--- src/rtl/serial_subtractor_if.sv ---
// Operand/result bundle for serial_subtractor.
// Optional macro SERIAL_SUB_ADD_MODE_EN adds the 1-bit 'mode' signal (0 = subtract, 1 = add).
// master: the requester that drives start and the operands.
// slave: the arithmetic unit that returns status and result.
interface serial_subtractor_if #(
    parameter int unsigned WIDTH = 8
);
    logic             start;
    logic [WIDTH-1:0] a;
    logic [WIDTH-1:0] b;
`ifdef SERIAL_SUB_ADD_MODE_EN
    logic             mode;
`endif
    logic             busy;
    logic             done;
    logic [WIDTH-1:0] diff;
    logic             borrow_out;

`ifdef SERIAL_SUB_ADD_MODE_EN
    modport master (
        output start, a, b, mode,
        input  busy, done, diff, borrow_out
    );

    modport slave (
        input  start, a, b, mode,
        output busy, done, diff, borrow_out
    );
`else
    modport master (
        output start, a, b,
        input  busy, done, diff, borrow_out
    );

    modport slave (
        input  start, a, b,
        output busy, done, diff, borrow_out
    );
`endif
endinterface

--- src/rtl/serial_subtractor.sv ---
// Bit-serial subtractor: diff = a - b (mod 2^WIDTH), LSB first, one bit per clock.
// borrow_out is 1 iff a < b (unsigned).
// The start strobe is sampled only in IDLE.
// The result and final borrow update on entry to DONE and are held until the next DONE.
// Optional macro SERIAL_SUB_ADD_MODE_EN adds a captured mode bit.
// With mode = 1 the unit adds, and borrow_out reports the carry-out instead.
module serial_subtractor #(
    parameter int unsigned WIDTH = 8
) (
    input  logic               clk,
    input  logic               rst_n,
    serial_subtractor_if.slave bus
);

    localparam int unsigned CNT_W = (WIDTH > 1) ? $clog2(WIDTH) : 1;
    localparam logic [CNT_W-1:0] LAST_CNT = CNT_W'(WIDTH - 1);

    typedef enum logic [1:0] {
        IDLE  = 2'd0,
        SHIFT = 2'd1,
        DONE  = 2'd2
    } state_t;

    state_t           state_q, state_d;
    logic [WIDTH-1:0] opa_q, opa_d;
    logic [WIDTH-1:0] opb_q, opb_d;
    logic [WIDTH-1:0] res_q, res_d;
    logic [WIDTH-1:0] diff_q, diff_d;
    logic [CNT_W-1:0] cnt_q, cnt_d;
    logic             br_q, br_d;
    logic             bout_q, bout_d;
`ifdef SERIAL_SUB_ADD_MODE_EN
    logic             mode_q, mode_d;
`endif

    // Cell inputs and outputs for the current bit position.
    logic x_bit, y_bit, d_bit, br_next;
    logic [WIDTH-1:0] res_shifted;

    // Single-bit subtractor cell (full adder in add mode) on the operand LSBs.
    always_comb begin
        x_bit = opa_q[0];
        y_bit = opb_q[0];
        d_bit = x_bit ^ y_bit ^ br_q;
`ifdef SERIAL_SUB_ADD_MODE_EN
        if (mode_q) begin
            br_next = (x_bit & y_bit) | (br_q & (x_bit ^ y_bit));
        end else begin
            br_next = (~x_bit & y_bit) | (~(x_bit ^ y_bit) & br_q);
        end
`else
        br_next = (~x_bit & y_bit) | (~(x_bit ^ y_bit) & br_q);
`endif
        // The new bit enters at the MSB, so after WIDTH shifts bit 0 sits at the LSB.
        res_shifted = {d_bit, res_q[WIDTH-1:1]};
    end

    // Next-state and datapath update; every register holds unless its state moves it.
    always_comb begin
        state_d = state_q;
        opa_d   = opa_q;
        opb_d   = opb_q;
        res_d   = res_q;
        diff_d  = diff_q;
        cnt_d   = cnt_q;
        br_d    = br_q;
        bout_d  = bout_q;
`ifdef SERIAL_SUB_ADD_MODE_EN
        mode_d  = mode_q;
`endif

        case (state_q)
            IDLE: begin
                if (bus.start) begin
                    opa_d   = bus.a;
                    opb_d   = bus.b;
                    res_d   = '0;
                    br_d    = 1'b0;
                    cnt_d   = '0;
`ifdef SERIAL_SUB_ADD_MODE_EN
                    mode_d  = bus.mode;
`endif
                    state_d = SHIFT;
                end
            end

            SHIFT: begin
                opa_d = opa_q >> 1;
                opb_d = opb_q >> 1;
                res_d = res_shifted;
                br_d  = br_next;
                cnt_d = cnt_q + CNT_W'(1);
                if (cnt_q == LAST_CNT) begin
                    // Publish directly from the final cell output.
                    // diff then changes exactly on entry to DONE, not one cycle later.
                    diff_d  = res_shifted;
                    bout_d  = br_next;
                    state_d = DONE;
                end
            end

            DONE: begin
                state_d = IDLE;
            end

            default: begin
                state_d = IDLE;
            end
        endcase
    end

    // State and datapath registers, cleared asynchronously so an abort drops everything at once.
    always_ff @(posedge clk or negedge rst_n) begin
        if (!rst_n) begin
            state_q <= IDLE;
            opa_q   <= '0;
            opb_q   <= '0;
            res_q   <= '0;
            diff_q  <= '0;
            cnt_q   <= '0;
            br_q    <= 1'b0;
            bout_q  <= 1'b0;
`ifdef SERIAL_SUB_ADD_MODE_EN
            mode_q  <= 1'b0;
`endif
        end else begin
            state_q <= state_d;
            opa_q   <= opa_d;
            opb_q   <= opb_d;
            res_q   <= res_d;
            diff_q  <= diff_d;
            cnt_q   <= cnt_d;
            br_q    <= br_d;
            bout_q  <= bout_d;
`ifdef SERIAL_SUB_ADD_MODE_EN
            mode_q  <= mode_d;
`endif
        end
    end

    // Status is decoded from the state register, so it is glitch-free and zero in reset.
    always_comb begin
        bus.busy       = (state_q == SHIFT);
        bus.done       = (state_q == DONE);
        bus.diff       = diff_q;
        bus.borrow_out = bout_q;
    end

endmodule

--- src/flat_wrapper.sv ---
// flat-port wrapper written by rule: the top's interface ports become plain ports
module serial_subtractor_flat 
#(
    parameter int unsigned WIDTH = 8
)
  (clk, rst_n, bus_start, bus_a, bus_b, bus_busy, bus_done, bus_diff, bus_borrow_out);
  serial_subtractor_if #(.WIDTH(WIDTH)) bus_i ();
  input  logic clk;
  input  logic rst_n;
  input wire logic [$bits(bus_i.start)-1:0] bus_start;
  input wire logic [$bits(bus_i.a)-1:0] bus_a;
  input wire logic [$bits(bus_i.b)-1:0] bus_b;
  output wire logic [$bits(bus_i.busy)-1:0] bus_busy;
  output wire logic [$bits(bus_i.done)-1:0] bus_done;
  output wire logic [$bits(bus_i.diff)-1:0] bus_diff;
  output wire logic [$bits(bus_i.borrow_out)-1:0] bus_borrow_out;
  assign bus_i.start = bus_start;
  assign bus_i.a = bus_a;
  assign bus_i.b = bus_b;
  assign bus_busy = bus_i.busy;
  assign bus_done = bus_i.done;
  assign bus_diff = bus_i.diff;
  assign bus_borrow_out = bus_i.borrow_out;
  serial_subtractor #(.WIDTH(WIDTH)) u_core (.clk(clk), .rst_n(rst_n), .bus(bus_i));
endmodule
--- config.mk ---
export PLATFORM = sky130hd
export DESIGN_NAME = serial_subtractor_flat
export DESIGN_NICKNAME = d
export VERILOG_FILES = /design/src/rtl/serial_subtractor_if.sv /design/src/rtl/serial_subtractor.sv /design/src/flat_wrapper.sv
export SDC_FILE = /design/constraint.sdc
export NUM_CORES = 1
export LEC_CHECK = 0
export ABC_AREA = 1
export BUFFER_PORTS_ARGS = -buffer_cell sky130_fd_sc_hd__buf_2
export CAP_MARGIN = 20
export CORE_ASPECT_RATIO = 0.9
export CORE_MARGIN = 1.5
export CORE_UTILIZATION = 55
export CTS_CLUSTER_DIAMETER = 80
export DETAILED_ROUTE_END_ITERATION = 12
export PLACE_DENSITY = 0.78
export RECOVER_POWER = 25
export SYNTH_ARGS = -nofsm -noshare
export SYNTH_HDL_FRONTEND = slang
export SYNTH_SLANG_ARGS = --single-unit
export TNS_END_PERCENT = 10
--- constraint.sdc ---
create_clock -name clk -period 1.7 [get_ports clk]
set_input_delay 0.34 -clock clk [delete_from_list [all_inputs] [get_ports clk]]
set_output_delay 0.34 -clock clk [all_outputs]
set_load 0.05 [all_outputs]
; ---- Word level (Yosys, flattened, before mapping)
; Cells that the tools add are included.
[totals]
out_inout_bits = 11
word_cells = 39
inputBits = 19
register_bits = 39
[classes]
add_sub_neg = 1
eq_ne = 5
n_reduce_logical = 5
n_bitwise = 7
n_mux = 13
[op_table]
columns = operator, count
row1 = 8-bit one-hot mux with 2 select lines, 3
row2 = 8-bit 2-to-1 mux, 3
row3 = 3-bit one-hot mux with 2 select lines, 1
row4 = 2-bit AND reduction, 3
row5 = 2-bit 2-to-1 mux, 2
row6 = 2-bit one-hot mux with 2 select lines, 1
row7 = 3-bit by 1-bit adder with 3-bit output (second input constant), 1
row8 = 3-bit == test (second input constant), 1
row9 = 3-bit 2-to-1 mux, 1
row10 = 1-bit bitwise AND, 2
row11 = 2-bit by 1-bit == test with 1-bit output (second input constant), 1
row12 = 2-bit == test (second input constant), 1
row13 = 2-bit logical NOT, 1
row14 = 2-bit by 1-bit != test with 1-bit output (second input constant), 1
row15 = 2-bit != test (second input constant), 1
row16 = 1-bit inverter, 2
row17 = 1-bit one-hot mux with 2 select lines, 1
row18 = 2-bit nonzero test, 1
row19 = 1-bit XOR, 2
row20 = 1-bit 2-to-1 mux, 1
row21 = 1-bit OR, 1

; ---- Depth between registers and ports, before layout
[logic_depth]
depth_word = 5
mapped_depth = 7
mapped_depth_nobuf = 6

; ---- Least setup slack after synthesis
; OpenSTA, ideal clock, no wires.
[synth_path]
kind = register -> output
start = register u_core.state_q[0]
end = output port bus_done
n_path_buf = 2
required_ps = 1360
path_stages_with_launch = 4
arrival_time_ps = 1364
slack_ps = -4
path_cell_list = dfrtp_1 buf_4 clkbuf_1 nor2_1
[synth_via]
elab_chain_len = 1
[synth_rtl]
columns = item, line
row1 = start: declaration, serial_subtractor.sv:24  ; state_t state_q, state_d;
row2 = start signal: assignment, serial_subtractor.sv:127  ; state_q <= state_d;
row3 = 2-bit == test, serial_subtractor.sv:144  ; bus.done = (state_q == DONE);
row4 = end: declaration, flat_wrapper.sv:14  ; output wire logic [$bits(bus_i.done)-1:0] bus_done;
; No other way between the ends.

; ---- Final worst setup path
; Same ends and word-level chain as after synthesis.

==> results.sh <==
export IMPL_status="finished clean"
export IMPL_path_clk_slew_ns=0.10
export IMPL_crit_type="reg -> out"
export IMPL_fp_dieH_um=57.4
export IMPL_root_buffer="clkbuf_4"
export IMPL_drt_iter0_markers=111
export IMPL_syn_area_mm2=0.00181
export IMPL_num_fill_cells=263
export IMPL_setup_viol=0
export IMPL_clock_skew_ns=0.00504
export IMPL_vias=1387
export IMPL_placementRows=19
export IMPL_yosys_warnings=0
export IMPL_drv_slew=0
export IMPL_dp_hpwl_um=2260
export IMPL_grt_max_degree=39
export IMPL_hold_path_class="in -> async"
export IMPL_synth_net_count=232
export IMPL_period_share_pct=95.9
export IMPL_peakVddDrop_uv=1150
export IMPL_rsz0062_at_grt="false"
export IMPL_grt_pass1_vias=1301
export IMPL_power_leakage_nw=1.13
export IMPL_antenna_found_initial=0
export IMPL_cp_startpoint="u_core.state_q[0]$_DFFE_PN0P_"
export IMPL_finalCriticalPeriod_ns=1.63
export IMPL_die_w_um=63.4
export IMPL_grt_ovfl_total=0
export IMPL_viasPerCell=4.90
export IMPL_finalPower_mw=3.81
export IMPL_track_usage_pct=20.8
export IMPL_cp_arrival_ns=1.29
export IMPL_synthCells=210
export IMPL_regArea_um2=951
export IMPL_start_util_pct=58.5
export IMPL_max_freq_ghz=0.614
export IMPL_synth_flop_cell="dfrtp_1"
export IMPL_reg2reg_depth=6
export IMPL_endpoint_kind="primary output"
export IMPL_coreArea_mm2=0.00309
export IMPL_antenna_cells=0
export IMPL_finalSetupTns_ns=0
export IMPL_synth_area_leaders="dfrtp_1, nand2_1, nand3_1"
export IMPL_gp_congestion=0.830
export IMPL_grt_pass1_wl_um=5760
export IMPL_crit_end="bus_done"
export IMPL_worst_r2r_setup_slack_ns=0.19
export IMPL_worstMarginPinSlew_ns=0.901
export IMPL_synth_commonest_cells="nand2_1, dfrtp_1, inv_1"
export IMPL_cts_max_level=2
export IMPL_nets=263
export IMPL_clock_sinks=38
export IMPL_fin_util_pct=64.8
export IMPL_avgSynthCellArea_um2=8.60
export IMPL_synth_seq_area_share_pct=52.6
export IMPL_finalHoldViolations=0
export IMPL_postRouteAntennaNets=0
export IMPL_power_density_mw_per_mm2=1900
export IMPL_holdWs_ns=0.199
export IMPL_clock_latency_ns=0.33
export IMPL_required_ns=1.36
export IMPL_startpoint_type="register"
export IMPL_ys_ff_latch=38
export IMPL_final_cell_area_mm2=0.00200
export IMPL_async_flop_share_pct=100
export IMPL_die_area_mm2=0.00364
export IMPL_r2r_start="u_core.state_q[1]$_DFFE_PN0P_"
export IMPL_r2r_end="u_core.opa_q[2]$_DFFE_PN0P_"
export IMPL_synth_largest_area_cell="dfrtp_1"
export IMPL_multiInputGateArea_um2=641
export IMPL_cts_tree="built"
export IMPL_numPortBuffers=29
export IMPL_drt_pass1_iter_count=4
export IMPL_path_max_fanout=14
export IMPL_clk_path_buf_depth=2
export IMPL_synth_edf_count=0
export IMPL_drt_wl_total_um=3220
export IMPL_cts_buffers=5
export IMPL_detail_route_wl_per_cell_um=11.4
export IMPL_ys_types=22
export IMPL_max_slew_margin_pct=39.9
export IMPL_drc=0
export IMPL_area_growth_pct=10.8
export IMPL_drive_gt1_share_pct=23.2
export IMPL_yosysMostFrequentCell="nand2_1"
export IMPL_yosysTopAreaCellShare_pct=52.6
export IMPL_placed_area_mm2=0.00196
export IMPL_ios=30
export IMPL_drv_cap=0
registers in the layout (all words and copies together) (netlist names):
name                   flops
u_core.br_q                1
u_core.bus.borrow_out      1
u_core.bus.diff            8
u_core.cnt_q               3
u_core.opa_q               8
u_core.opb_q               8
u_core.res_q               7
u_core.state_q             2
critical path, cell delays in order (launching register included):
cell and delay, ns:
dfrtp_1 0.44, buf_4 0.21, nor2_2 0.11, buf_4 0.20
worst min-delay path by stage:
stage	endpoint	depth (start not counted)
floorplan	u_core.br_q$_DFFE_PN0P_	0
global placement	u_core.bus.diff[4]$_DFFE_PN0P_	2
detailed placement	u_core.bus.diff[4]$_DFFE_PN0P_	2
CTS	u_core.opa_q[0]$_DFFE_PN0P_	2
global route	u_core.opb_q[7]$_DFFE_PN0P_	3
finish	u_core.bus.diff[2]$_DFFE_PN0P_	2
per-stage QoR:
step	instances	setup WS [ns]
CTS	283	0.0480
floorplan	210	0.210
global route	283	0.00383
detailed placement	276	0.215
global placement	276	0.265
finish	283	0.0704
cell families (layout without fill, tap and decap cells):
logic type,count (synthesis),after routing,synth area share (%)
fa+ha+maj,3,3,2.49
simple gates,105,105,25.9
flops,38,38,52.6
buf+inv,45,76,12.0
compound gates,19,19,6.93
metal layers:
layer | vias to the layer above | track usage, % | wire length [µm]
met5 | - | 0 | 0
met1 | 644 | 29.5 | 1570
met2 | 26 | 30.1 | 1460
met3 | 5 | 6.11 | 148
met4 | 0 | 9.32 | 38
li1 | 712 | - | -
what timing repair did:
item,4_1_cts,5_1_grt
endpoints found under the setup margin,1,0
gates resized for setup,1,0
buffers inserted,0,0
hold buffers,0,0
cell type report:
class,count,share of cell area [%]
Inverter,36,6.88
Timing Repair Buffer,33,8.75
Clock buffer,7,2.25
Multi-Input combinational cell,127,32.0
Tap cell,42,2.63
Sequential cell,38,47.5
cell usage in the layout, fill, tap and decap left out, drive strengths merged:
cell type	netlist	final
or2	1	1
nor2	5	5
inv	36	36
fa	1	1
nand2	68	68
ha	2	2
a21oi	2	2
buf	8	32
clkbuf	1	8
nand3	31	31
dfrtp	38	38
o21ai	17	17
report_power, final:
group / internal (mW) / switching (mW)
logic: 0.602 / 1.27
registers: 1.30 / 0.207
clock network: 0.156 / 0.270
Note: power is estimated with default switching activity, not from simulation.
